--- src/rtl/muldiv_pkg.sv ---
// ============================================================================
// muldiv_pkg : shared state encoding and op constants for muldiv_unit  (rev 1.0)
// ============================================================================
`default_nettype none

package muldiv_pkg;

   typedef enum logic [1:0] {
      S_IDLE = 2'd0,
      S_CALC = 2'd1,
      S_FIX  = 2'd2,
      S_DONE = 2'd3
   } state_t;

   localparam logic OP_MUL = 1'b0;
   localparam logic OP_DIV = 1'b1;

   function automatic int count_width(input int w);
      return $clog2(w + 1);
   endfunction

endpackage

`default_nettype wire

--- src/rtl/muldiv_step.sv ---
// ============================================================================
// muldiv_step : one combinational restoring-divide or shift-add-multiply step  (rev 1.0)
// ============================================================================
`default_nettype none

module muldiv_step #(
   parameter int WIDTH = 32
) (
   input  logic             op_div,
   input  logic [WIDTH-1:0] hi,
   input  logic [WIDTH-1:0] lo,
   input  logic [WIDTH-1:0] opnd,
   output logic [WIDTH-1:0] hi_next,
   output logic [WIDTH-1:0] lo_next
);

   logic [WIDTH:0] w_shifted;
   logic [WIDTH:0] w_diff;
   logic [WIDTH:0] w_sum;

   // Divide: hi is the partial remainder, lo shifts dividend bits out and quotient bits in.
   // Multiply: {hi,lo} is the accumulator with the multiplier consumed from lo[0].
   always_comb begin
      w_shifted = {hi, lo[WIDTH-1]};
      w_diff    = w_shifted - {1'b0, opnd};
      w_sum     = {1'b0, hi} + (lo[0] ? {1'b0, opnd} : {(WIDTH+1){1'b0}});
      hi_next   = hi;
      lo_next   = lo;
      if (op_div) begin
         if (w_shifted >= {1'b0, opnd}) begin
            hi_next = w_diff[WIDTH-1:0];
            lo_next = {lo[WIDTH-2:0], 1'b1};
         end else begin
            hi_next = w_shifted[WIDTH-1:0];
            lo_next = {lo[WIDTH-2:0], 1'b0};
         end
      end else begin
         hi_next = w_sum[WIDTH:1];
         lo_next = {w_sum[0], lo[WIDTH-1:1]};
      end
   end

endmodule

`default_nettype wire

--- src/rtl/muldiv_unit.sv ---
// ============================================================================
// muldiv_unit : iterative signed/unsigned multiply/divide with annul  (rev 1.0)
// ============================================================================
`default_nettype none

module muldiv_unit
   import muldiv_pkg::*;
#(
   parameter int WIDTH    = 32,
   parameter bit MUL_FAST = 1'b1
) (
   input  logic               clk,
   input  logic               rst,
   input  logic               start,
   input  logic               op_div,
   input  logic               signed_op,
   input  logic [WIDTH-1:0]   a,
   input  logic [WIDTH-1:0]   b,
   input  logic               annul,
   output logic               busy,
   output logic               done,
   output logic [2*WIDTH-1:0] result
);

   localparam int CNT_W = count_width(WIDTH);

   state_t               r_state;
   logic [CNT_W-1:0]     r_count;
   logic                 r_op_div;
   logic                 r_sign_a;
   logic                 r_sign_b;
   logic                 r_zero_div;
   logic [WIDTH-1:0]     r_hi;
   logic [WIDTH-1:0]     r_lo;
   logic [WIDTH-1:0]     r_opnd;
   logic                 r_busy;
   logic                 r_done;
   logic [2*WIDTH-1:0]   r_result;

   logic                 w_neg_a;
   logic                 w_neg_b;
   logic [WIDTH-1:0]     w_mag_a;
   logic [WIDTH-1:0]     w_mag_b;
   logic                 w_b_zero;
   logic                 w_skip_calc;
   logic [WIDTH-1:0]     w_step_hi;
   logic [WIDTH-1:0]     w_step_lo;
   logic [2*WIDTH-1:0]   w_prod;
   logic [WIDTH-1:0]     w_quo;
   logic [WIDTH-1:0]     w_rem;
   logic [2*WIDTH-1:0]   w_fix;

   assign w_neg_a     = signed_op & a[WIDTH-1];
   assign w_neg_b     = signed_op & b[WIDTH-1];
   assign w_mag_a     = w_neg_a ? -a : a;
   assign w_mag_b     = w_neg_b ? -b : b;
   assign w_b_zero    = (b == '0);
   // Single-cycle multiply and divide-by-zero skip CALC and go straight to the fix/register stage.
   assign w_skip_calc = (op_div == OP_DIV) ? w_b_zero : MUL_FAST;

   muldiv_step #(.WIDTH(WIDTH)) u_step (
      .op_div  (r_op_div),
      .hi      (r_hi),
      .lo      (r_lo),
      .opnd    (r_opnd),
      .hi_next (w_step_hi),
      .lo_next (w_step_lo)
   );

   generate
      if (MUL_FAST) begin : g_mul_fast
         assign w_prod = {{WIDTH{1'b0}}, r_opnd} * {{WIDTH{1'b0}}, r_lo};
      end else begin : g_mul_iter
         assign w_prod = {r_hi, r_lo};
      end
   endgenerate

   always_comb begin
      w_quo = (r_sign_a ^ r_sign_b) ? -r_lo : r_lo;
      w_rem = r_sign_a ? -r_hi : r_hi;
      if (r_zero_div) begin
         w_fix = {r_lo, {WIDTH{1'b1}}};
      end else if (r_op_div == OP_DIV) begin
         w_fix = {w_rem, w_quo};
      end else begin
         w_fix = (r_sign_a ^ r_sign_b) ? -w_prod : w_prod;
      end
   end

   always_ff @(posedge clk) begin
      if (rst) begin
         r_state    <= S_IDLE;
         r_count    <= '0;
         r_op_div   <= 1'b0;
         r_sign_a   <= 1'b0;
         r_sign_b   <= 1'b0;
         r_zero_div <= 1'b0;
         r_hi       <= '0;
         r_lo       <= '0;
         r_opnd     <= '0;
         r_busy     <= 1'b0;
         r_done     <= 1'b0;
         r_result   <= '0;
      end else if (annul && (r_state != S_IDLE)) begin
         r_state <= S_IDLE;
         r_busy  <= 1'b0;
         r_done  <= 1'b0;
      end else begin
         case (r_state)
            S_IDLE: begin
               r_done <= 1'b0;
               if (start && !annul) begin
                  r_op_div   <= op_div;
                  r_sign_a   <= w_neg_a;
                  r_sign_b   <= w_neg_b;
                  r_zero_div <= (op_div == OP_DIV) && w_b_zero;
                  r_count    <= '0;
                  r_hi       <= '0;
                  r_busy     <= 1'b1;
                  if (op_div == OP_DIV) begin
                     // A zero divisor reports the raw dividend, so keep it unmodified.
                     r_lo   <= w_b_zero ? a : w_mag_a;
                     r_opnd <= w_mag_b;
                  end else begin
                     r_lo   <= w_mag_b;
                     r_opnd <= w_mag_a;
                  end
                  r_state <= w_skip_calc ? S_FIX : S_CALC;
               end
            end
            S_CALC: begin
               r_hi    <= w_step_hi;
               r_lo    <= w_step_lo;
               r_count <= r_count + 1'b1;
               if (r_count == CNT_W'(WIDTH - 1)) begin
                  r_state <= S_FIX;
               end
            end
            S_FIX: begin
               r_result <= w_fix;
               r_done   <= 1'b1;
               r_busy   <= 1'b0;
               r_state  <= S_DONE;
            end
            S_DONE: begin
               r_done  <= 1'b0;
               r_state <= S_IDLE;
            end
            default: begin
               r_state <= S_IDLE;
            end
         endcase
      end
   end

   assign busy   = r_busy;
   assign done   = r_done;
   assign result = r_result;

endmodule

`default_nettype wire

--- config.mk ---
export PLATFORM = sky130hd
export DESIGN_NAME = muldiv_unit
export DESIGN_NICKNAME = d
export VERILOG_FILES = /design/src/rtl/muldiv_pkg.sv /design/src/rtl/muldiv_step.sv /design/src/rtl/muldiv_unit.sv
export SDC_FILE = /design/constraint.sdc
export NUM_CORES = 2
export LEC_CHECK = 0
export BUFFER_PORTS_ARGS = -buffer_cell sky130_fd_sc_hd__buf_2
export CORE_MARGIN = 4
export CORE_UTILIZATION = 36
export CTS_CLUSTER_SIZE = 28
export DETAILED_ROUTE_END_ITERATION = 16
export GPL_ROUTABILITY_DRIVEN = 1
export HOLD_SLACK_MARGIN = 0.05
export PLACE_DENSITY = 0.56
export SLEW_MARGIN = 5
export SYNTH_ARGS = -nofsm -noshare
export SYNTH_HDL_FRONTEND = slang
export SYNTH_SLANG_ARGS = --single-unit
--- constraint.sdc ---
create_clock -name clk -period 12.4 [get_ports clk]
set_input_delay 1.86 -clock clk [delete_from_list [all_inputs] [get_ports clk]]
set_output_delay 1.86 -clock clk [all_outputs]
set_load 0.02 [all_outputs]
# Word-level counts from Yosys, hierarchy flattened
# Index checks and enable logic that the tools add are counted.
dict set report classes {
  n_eq_ne 6
  multipliers 1
  reduce_logical 17
  bitwise 4
  n_lt_le_gt_ge 1
  n_addsub 8
  muxes 29
}
# operator count
set ops {}
lappend ops {{2-to-1 mux 32 bit} 13}
lappend ops {{2-to-1 mux 64 bit} 3}
lappend ops {{negator 32 bit} 4}
lappend ops {{case mux 32 bit (2 select lines)} 2}
lappend ops {{multiplier 32 x 32 -> 64 bit} 1}
lappend ops {{negator 64 bit} 1}
lappend ops {{adder 32 x 32 -> 33 bit} 1}
lappend ops {{>= comparator 33 x 32 -> 1 bit} 1}
lappend ops {{logical NOT 32 bit} 1}
lappend ops {{subtractor 32 bit} 1}
lappend ops {{case mux 6 bit (2 select lines)} 1}
lappend ops {{case mux 2 bit (4 select lines)} 1}
lappend ops {{nonzero test 2 bit} 4}
lappend ops {{adder 6 x 1 -> 6 bit (second input constant)} 1}
lappend ops {{== test 6 x 5 -> 1 bit (second input constant)} 1}
lappend ops {{2-to-1 mux 2 bit} 3}
lappend ops {{2-to-1 mux 6 bit} 1}
lappend ops {{AND reduction 2 bit} 3}
lappend ops {{AND reduction 3 bit} 2}
lappend ops {{== test 2 bit (second input constant)} 2}
lappend ops {{!= test 2 bit (second input constant)} 2}
lappend ops {{case mux 1 bit (2 select lines)} 2}
lappend ops {{OR reduction 2 bit} 2}
lappend ops {{logical AND 1 bit} 3}
lappend ops {{7 further kinds} 10}
dict set report totals {
  inputBits 70
  output_inout_bits 66
  register_bits 174
}

# Logic depth before layout (Yosys ltp)
dict set report depth {
  ltp_word 6
  mapped_depth 34
  ltp_nobuf 29
}

# Cells and area by module
# Synthesis repeated with hierarchy kept, for this count alone.
dict set report unflattened {
  hier_cells 6291
  area_unflattened_um2 51610.7
}
# mod seq_area_each_um2 n_inst area_each_um2 cells_per_inst
set by_module_without_submodules {}
lappend by_module_without_submodules {muldiv_unit 3483.3 1 46689.8 5583}
lappend by_module_without_submodules {muldiv_step 0.0 1 4921.0 708}

# Worst setup path after synthesis
# OpenSTA, ideal clock, no wires.
dict set report synth_path {
  path_type {flip-flop to flip-flop}
  startpoint {register r_lo[14]}
  endpoint {register r_result[57] (netlist: result[57])}
  setup_time_ns 0.134
  required_ns 12.266
  n_path_buf 6
  slack_ns 3.753
  path_stages_with_launch 34
  period_less_slack_ns 8.647
  arrival_time_ns 8.513
  cell_sequence {dfxtp_1 -> clkbuf_1 -> inv_1 -> clkbuf_1 -> buf_1 -> nor2_1 -> fa_1 -> fa_1 -> inv_1 -> fa_1 -> fa_1 -> inv_1 -> fa_1 -> fa_1 -> fa_1 -> inv_1 -> fa_1 -> inv_1 -> ha_1 -> clkbuf_1 -> nand2_1 -> o21ai_0 -> nor2_1 -> a2111oi_0 -> o21ai_0 -> o211ai_1 -> o31ai_1 -> or3_1 -> buf_6 -> or2_1 -> clkbuf_1 -> o41ai_1 -> xnor2_1 -> o22ai_1}
}
dict set report synth_via {
  elab_chain_len 5
}
# element line_no
set synth_rtl {}
lappend synth_rtl {{start, declared} muldiv_unit.sv:34} ;# logic [WIDTH-1:0] r_lo;
lappend synth_rtl {{start signal, assigned} muldiv_unit.sv:122} ;# r_lo <= w_b_zero ? a : w_mag_a;
lappend synth_rtl {{start signal, assigned} muldiv_unit.sv:125} ;# r_lo <= w_mag_b;
lappend synth_rtl {{start signal, assigned} muldiv_unit.sv:133} ;# r_lo <= w_step_lo;
lappend synth_rtl {{multiplier 32 x 32 -> 64 bit (*)} muldiv_unit.sv:72} ;# assign w_prod = {{WIDTH{1'b0}}, r_opnd} * {{WIDTH{1'b0}}, r_lo};
lappend synth_rtl {{negator 64 bit} muldiv_unit.sv:86} ;# w_fix = (r_sign_a ^ r_sign_b) ? -w_prod : w_prod;
lappend synth_rtl {{2-to-1 mux 64 bit (*)} muldiv_unit.sv:86}
lappend synth_rtl {{2-to-1 mux 64 bit (*)} muldiv_unit.sv:83} ;# end else if (r_op_div == OP_DIV) begin
lappend synth_rtl {{2-to-1 mux 64 bit (*)} muldiv_unit.sv:81} ;# if (r_zero_div) begin
lappend synth_rtl {{end signal, assigned} muldiv_unit.sv:140} ;# r_result <= w_fix;
lappend synth_rtl {{end, declared} muldiv_unit.sv:38} ;# logic [2*WIDTH-1:0] r_result;
# Every way passes the cells marked *; elsewhere a longest branch is shown, timed or not.
# A chain may end at the register's enable or synchronous reset.

# Final worst setup path
dict set report layout_path {
  startpoint {register r_opnd[20]}
  endpoint {register r_result[52] (netlist: result[52])}
}
dict set report layout_via {
  elab_chain_len 5
}
# element line_no
set layout_rtl {}
lappend layout_rtl {{start, declared} muldiv_unit.sv:35} ;# logic [WIDTH-1:0] r_opnd;
lappend layout_rtl {{start signal, assigned} muldiv_unit.sv:123} ;# r_opnd <= w_mag_b;
lappend layout_rtl {{start signal, assigned} muldiv_unit.sv:126} ;# r_opnd <= w_mag_a;
lappend layout_rtl {{multiplier 32 x 32 -> 64 bit (*)} muldiv_unit.sv:72}
lappend layout_rtl {{negator 64 bit} muldiv_unit.sv:86}
lappend layout_rtl {{2-to-1 mux 64 bit (*)} muldiv_unit.sv:86}
lappend layout_rtl {{2-to-1 mux 64 bit (*)} muldiv_unit.sv:83}
lappend layout_rtl {{2-to-1 mux 64 bit (*)} muldiv_unit.sv:81}
# Marked as above.

==> impl_metrics.ini <==
[status]
outcome = completed

[setup_path]
crit_required_ns = 12.82
critical_path_arrival_ns = 11.46
worstSetupEndpointType = register
cp_max_fo = 13
startpoint_type = register
worst-setup-path-type = register to register

[sta]
slew-limit-headroom_pct = 10.64
max_freq_ghz = 0.09055
finalSetupViolCount = 0
worstMarginPinSlew_ns = 1.340
period_utilisation_layout_pct = 89.06
tns_ns = 0
slew_violations = 0
fin_skew_ns = 0.02339
final_count_of_hold_timing_violations = 0
finalCriticalPeriod_ns = 11.04
setup_ws_ns = 1.356
grt_setup_unrepaired = no

[detailed_routing]
drcViolationCount = 0
wire_per_inst_um = 26.10
vias_cell = 5.611
vias = 44722
drt_first_pass_iters = 6
route.final.wire_length_um = 208000
number_of_drc_markers_after_the_initial_detailed_route_iteration = 4149
ant_nets = 0

[yosys]
synthesis.yosys.warnings = 0
postSynth.topFlopCell = sky130_fd_sc_hd__dfxtp_1
synth_seq_area_share_pct = 6.856
netlist_area_before_placement_um2 = 50810
post-synth-top-area-fraction_pct = 35.38
synth_top_cells_by_count = sky130_fd_sc_hd__inv_1 (916), sky130_fd_sc_hd__fa_1 (898), sky130_fd_sc_hd__nand2_1 (749)
synth_cell_type_count = 108
synth_cells = 6187
synth_enable_flop_cells = 0
synth-async-reset-ratio_pct = 0
top_count_cell_post_synth = sky130_fd_sc_hd__inv_1
syn-num-nets = 7493
library_cell_occupying_the_most_area_in_the_post_synthesis_netlist = sky130_fd_sc_hd__fa_1
ys_seq_elements = 174
netlist_top_cells_area = sky130_fd_sc_hd__fa_1 (35%), sky130_fd_sc_hd__ha_1 (8.3%), sky130_fd_sc_hd__dfxtp_1 (6.9%)
synth_area_per_cell_um2 = 8.212

[grt]
antenna_violations_before_repair = 27
first_global_vias = 45456
grt_pass1_wl_um = 306900
grt_overflow_total = 0
grt_overall_usage_pct = 28.21
grt_start_max_net_pins = 84

[placed_design]
gp_congestion = 1.010
detailedPlacementHpwl_um = 167400
place_inst = 7919
dp_slack_ns = 1.657
postPlaceCellArea_um2 = 53150
placement.io_buffers = 135

[clock_tree]
ctsHtreeMaxLevel = 4
postCtsResizedCells = 0
cts.sinks = 174
tritoncts_clock_tree = built
cell_at_the_root_of_the_clock_tree = sky130_fd_sc_hd__clkbuf_16
path_clk_slew_ns = 0.09
cts_hold_buf = 0
maximum_count_of_clock_buffers_along_a_single_path = 2
post_cts.repair.setup_buffers = 0
tritoncts.num_buffers = 17
clock_latency_ns = 0.53

[die]
rows = 137
die_height_um = 383.7
fp.coreArea_um2 = 139900
pin_count = 136
die_area_um2 = 147200
floorplan.initialDensity_pct = 36.32
die_width_um = 383.7

[final_layout]
stdcell_count = 7971
nets = 7368
layout-drive-gt1-share_pct = 6.107
final_design_area_no_fill_um2 = 53770
synthToLayoutAreaGrowth_pct = 5.831

[power]
fin_total_pwr_w = 0.005544
max-vdd-ir-drop_uv = 101.4
p_leak_nw = 25.75
power.density_cell_area_nw_per_um2 = 103.1

[run]
max_cap_violations = 0

[min_path]
min_path_type = register to register
per-stage QoR:
stage	hold WS [ns]	utilization (%)
floorplan	0.4486	-
global placement	0.4649	38.00
CTS	0.4802	38.40
global route	0.5028	38.41
detailed placement	0.4672	38.00
finish	0.4763	38.44
final cells by class:
cell class,instances,area [µm²]
Clock inverter,14,138.9
Timing Repair Buffer,255,1585
Tap cell,1876,2347
Inverter,919,3450
Antenna cell,20,50.05
Clock buffer,18,429.2
Sequential cell,174,3505
Fill cell,14667,86100
Multi-Input combinational cell,4695,42270
cell usage in the layout (no fill, tap or decap), types with 14 or more instances in the layout:
cell                          n
sky130_fd_sc_hd__a21oi_1    298
sky130_fd_sc_hd__o21ai_0    168
sky130_fd_sc_hd__nand2_1    749
sky130_fd_sc_hd__o211ai_1   106
sky130_fd_sc_hd__inv_1      915
sky130_fd_sc_hd__clkbuf_16   17
sky130_fd_sc_hd__diode_2     20
sky130_fd_sc_hd__o21bai_1    20
sky130_fd_sc_hd__nand3_1     73
sky130_fd_sc_hd__nor4_1      21
sky130_fd_sc_hd__a211o_1     15
sky130_fd_sc_hd__xnor2_1    161
sky130_fd_sc_hd__or4_1       14
sky130_fd_sc_hd__and2_1     527
sky130_fd_sc_hd__a21o_1      66
sky130_fd_sc_hd__fa_1       898
sky130_fd_sc_hd__and3_1      28
sky130_fd_sc_hd__a211oi_1    54
sky130_fd_sc_hd__ha_1       337
sky130_fd_sc_hd__nor2_1     430
sky130_fd_sc_hd__dfxtp_2     14
sky130_fd_sc_hd__dfxtp_1    159
sky130_fd_sc_hd__o21a_1      22
sky130_fd_sc_hd__buf_4      121
sky130_fd_sc_hd__nand4_1     39
sky130_fd_sc_hd__a31oi_1     44
sky130_fd_sc_hd__nand2b_1    20
sky130_fd_sc_hd__nor3_1      91
sky130_fd_sc_hd__xor2_1     127
sky130_fd_sc_hd__buf_2      133
sky130_fd_sc_hd__or3_1       32
sky130_fd_sc_hd__mux2i_1     58
sky130_fd_sc_hd__o31ai_1     30
report_power, final:
part,leakage [nW],internal [W],switching (W)
registers,1.42,0.000666,0.000211
logic,24.0,0.00126,0.00282
clock network,0.281,0.000268,0.000316
total,25.7,0.00220,0.00335
final timing paths:
check	startpoint	to	slack, ns	cells past startpoint
worst max-delay path	r_opnd[20]$_SDFFE_PP0P_	result[52]$_SDFFE_PP0P_	1.36	26
worst min-delay path	r_state[1]$_SDFFE_PP0P_	r_state[1]$_SDFFE_PP0P_	0.48	2
worst min register to register	r_state[1]$_SDFFE_PP0P_	r_state[1]$_SDFFE_PP0P_	0.48	2
worst max register to register	r_opnd[20]$_SDFFE_PP0P_	result[52]$_SDFFE_PP0P_	1.36	26
logic make-up (layout without fill, tap and decap cells):
group,after synthesis,in the layout,synth area share (%)
multiplexers,70,70,1.431
XOR/XNOR,290,290,4.999
other,0,20,0
adder cells (fa/ha/maj),1236,1236,43.71
AND/OR/NAND/NOR,2096,2096,19.96
AO/OA/AOI/OAI,1003,1003,12.97
buffers and inverters,1318,1206,10.08
flip-flops,174,174,6.856
registers in the layout, summed over array words and instances, names as in the netlist:
register,cells
busy,1
r_opnd,32
r_count,6
r_zero_div,1
result,64
r_hi,32
r_op_div,1
done,1
r_sign_a,1
r_sign_b,1
r_lo,32
r_state,2
worst max-delay path, cell delays in order, from the launching register on:
cell                       delay, ns
sky130_fd_sc_hd__dfxtp_1        1.14
sky130_fd_sc_hd__inv_1          0.52
sky130_fd_sc_hd__nor2_1         0.41
sky130_fd_sc_hd__fa_1           0.47
sky130_fd_sc_hd__fa_1           0.51
sky130_fd_sc_hd__inv_1          0.05
sky130_fd_sc_hd__fa_1           0.41
sky130_fd_sc_hd__fa_1           0.54
sky130_fd_sc_hd__inv_1          0.05
sky130_fd_sc_hd__fa_1           0.56
sky130_fd_sc_hd__fa_1           0.43
sky130_fd_sc_hd__fa_1           0.49
sky130_fd_sc_hd__inv_1          0.05
sky130_fd_sc_hd__fa_1           0.52
sky130_fd_sc_hd__inv_1          0.06
sky130_fd_sc_hd__ha_1           0.53
sky130_fd_sc_hd__and3_1         0.32
sky130_fd_sc_hd__nand2_1        0.24
sky130_fd_sc_hd__nor3_1         0.45
sky130_fd_sc_hd__nand2_1        0.10
sky130_fd_sc_hd__o31ai_1        0.87
sky130_fd_sc_hd__xor2_1         0.34
sky130_fd_sc_hd__or4_1          0.60
sky130_fd_sc_hd__nor4bb_1       0.63
sky130_fd_sc_hd__a21oi_1        0.18
sky130_fd_sc_hd__xnor2_1        0.16
sky130_fd_sc_hd__a221o_1        0.30
layer usage:
metal	GRT usage, %	up-vias	routed length, µm
li1	-	19528	-
met1	36.89	22870	84740
met2	45.09	1900	95220
met3	6.876	412	18640
met4	10.81	12	9333
met5	0	-	75
Power figures use the tool's default switching activity.
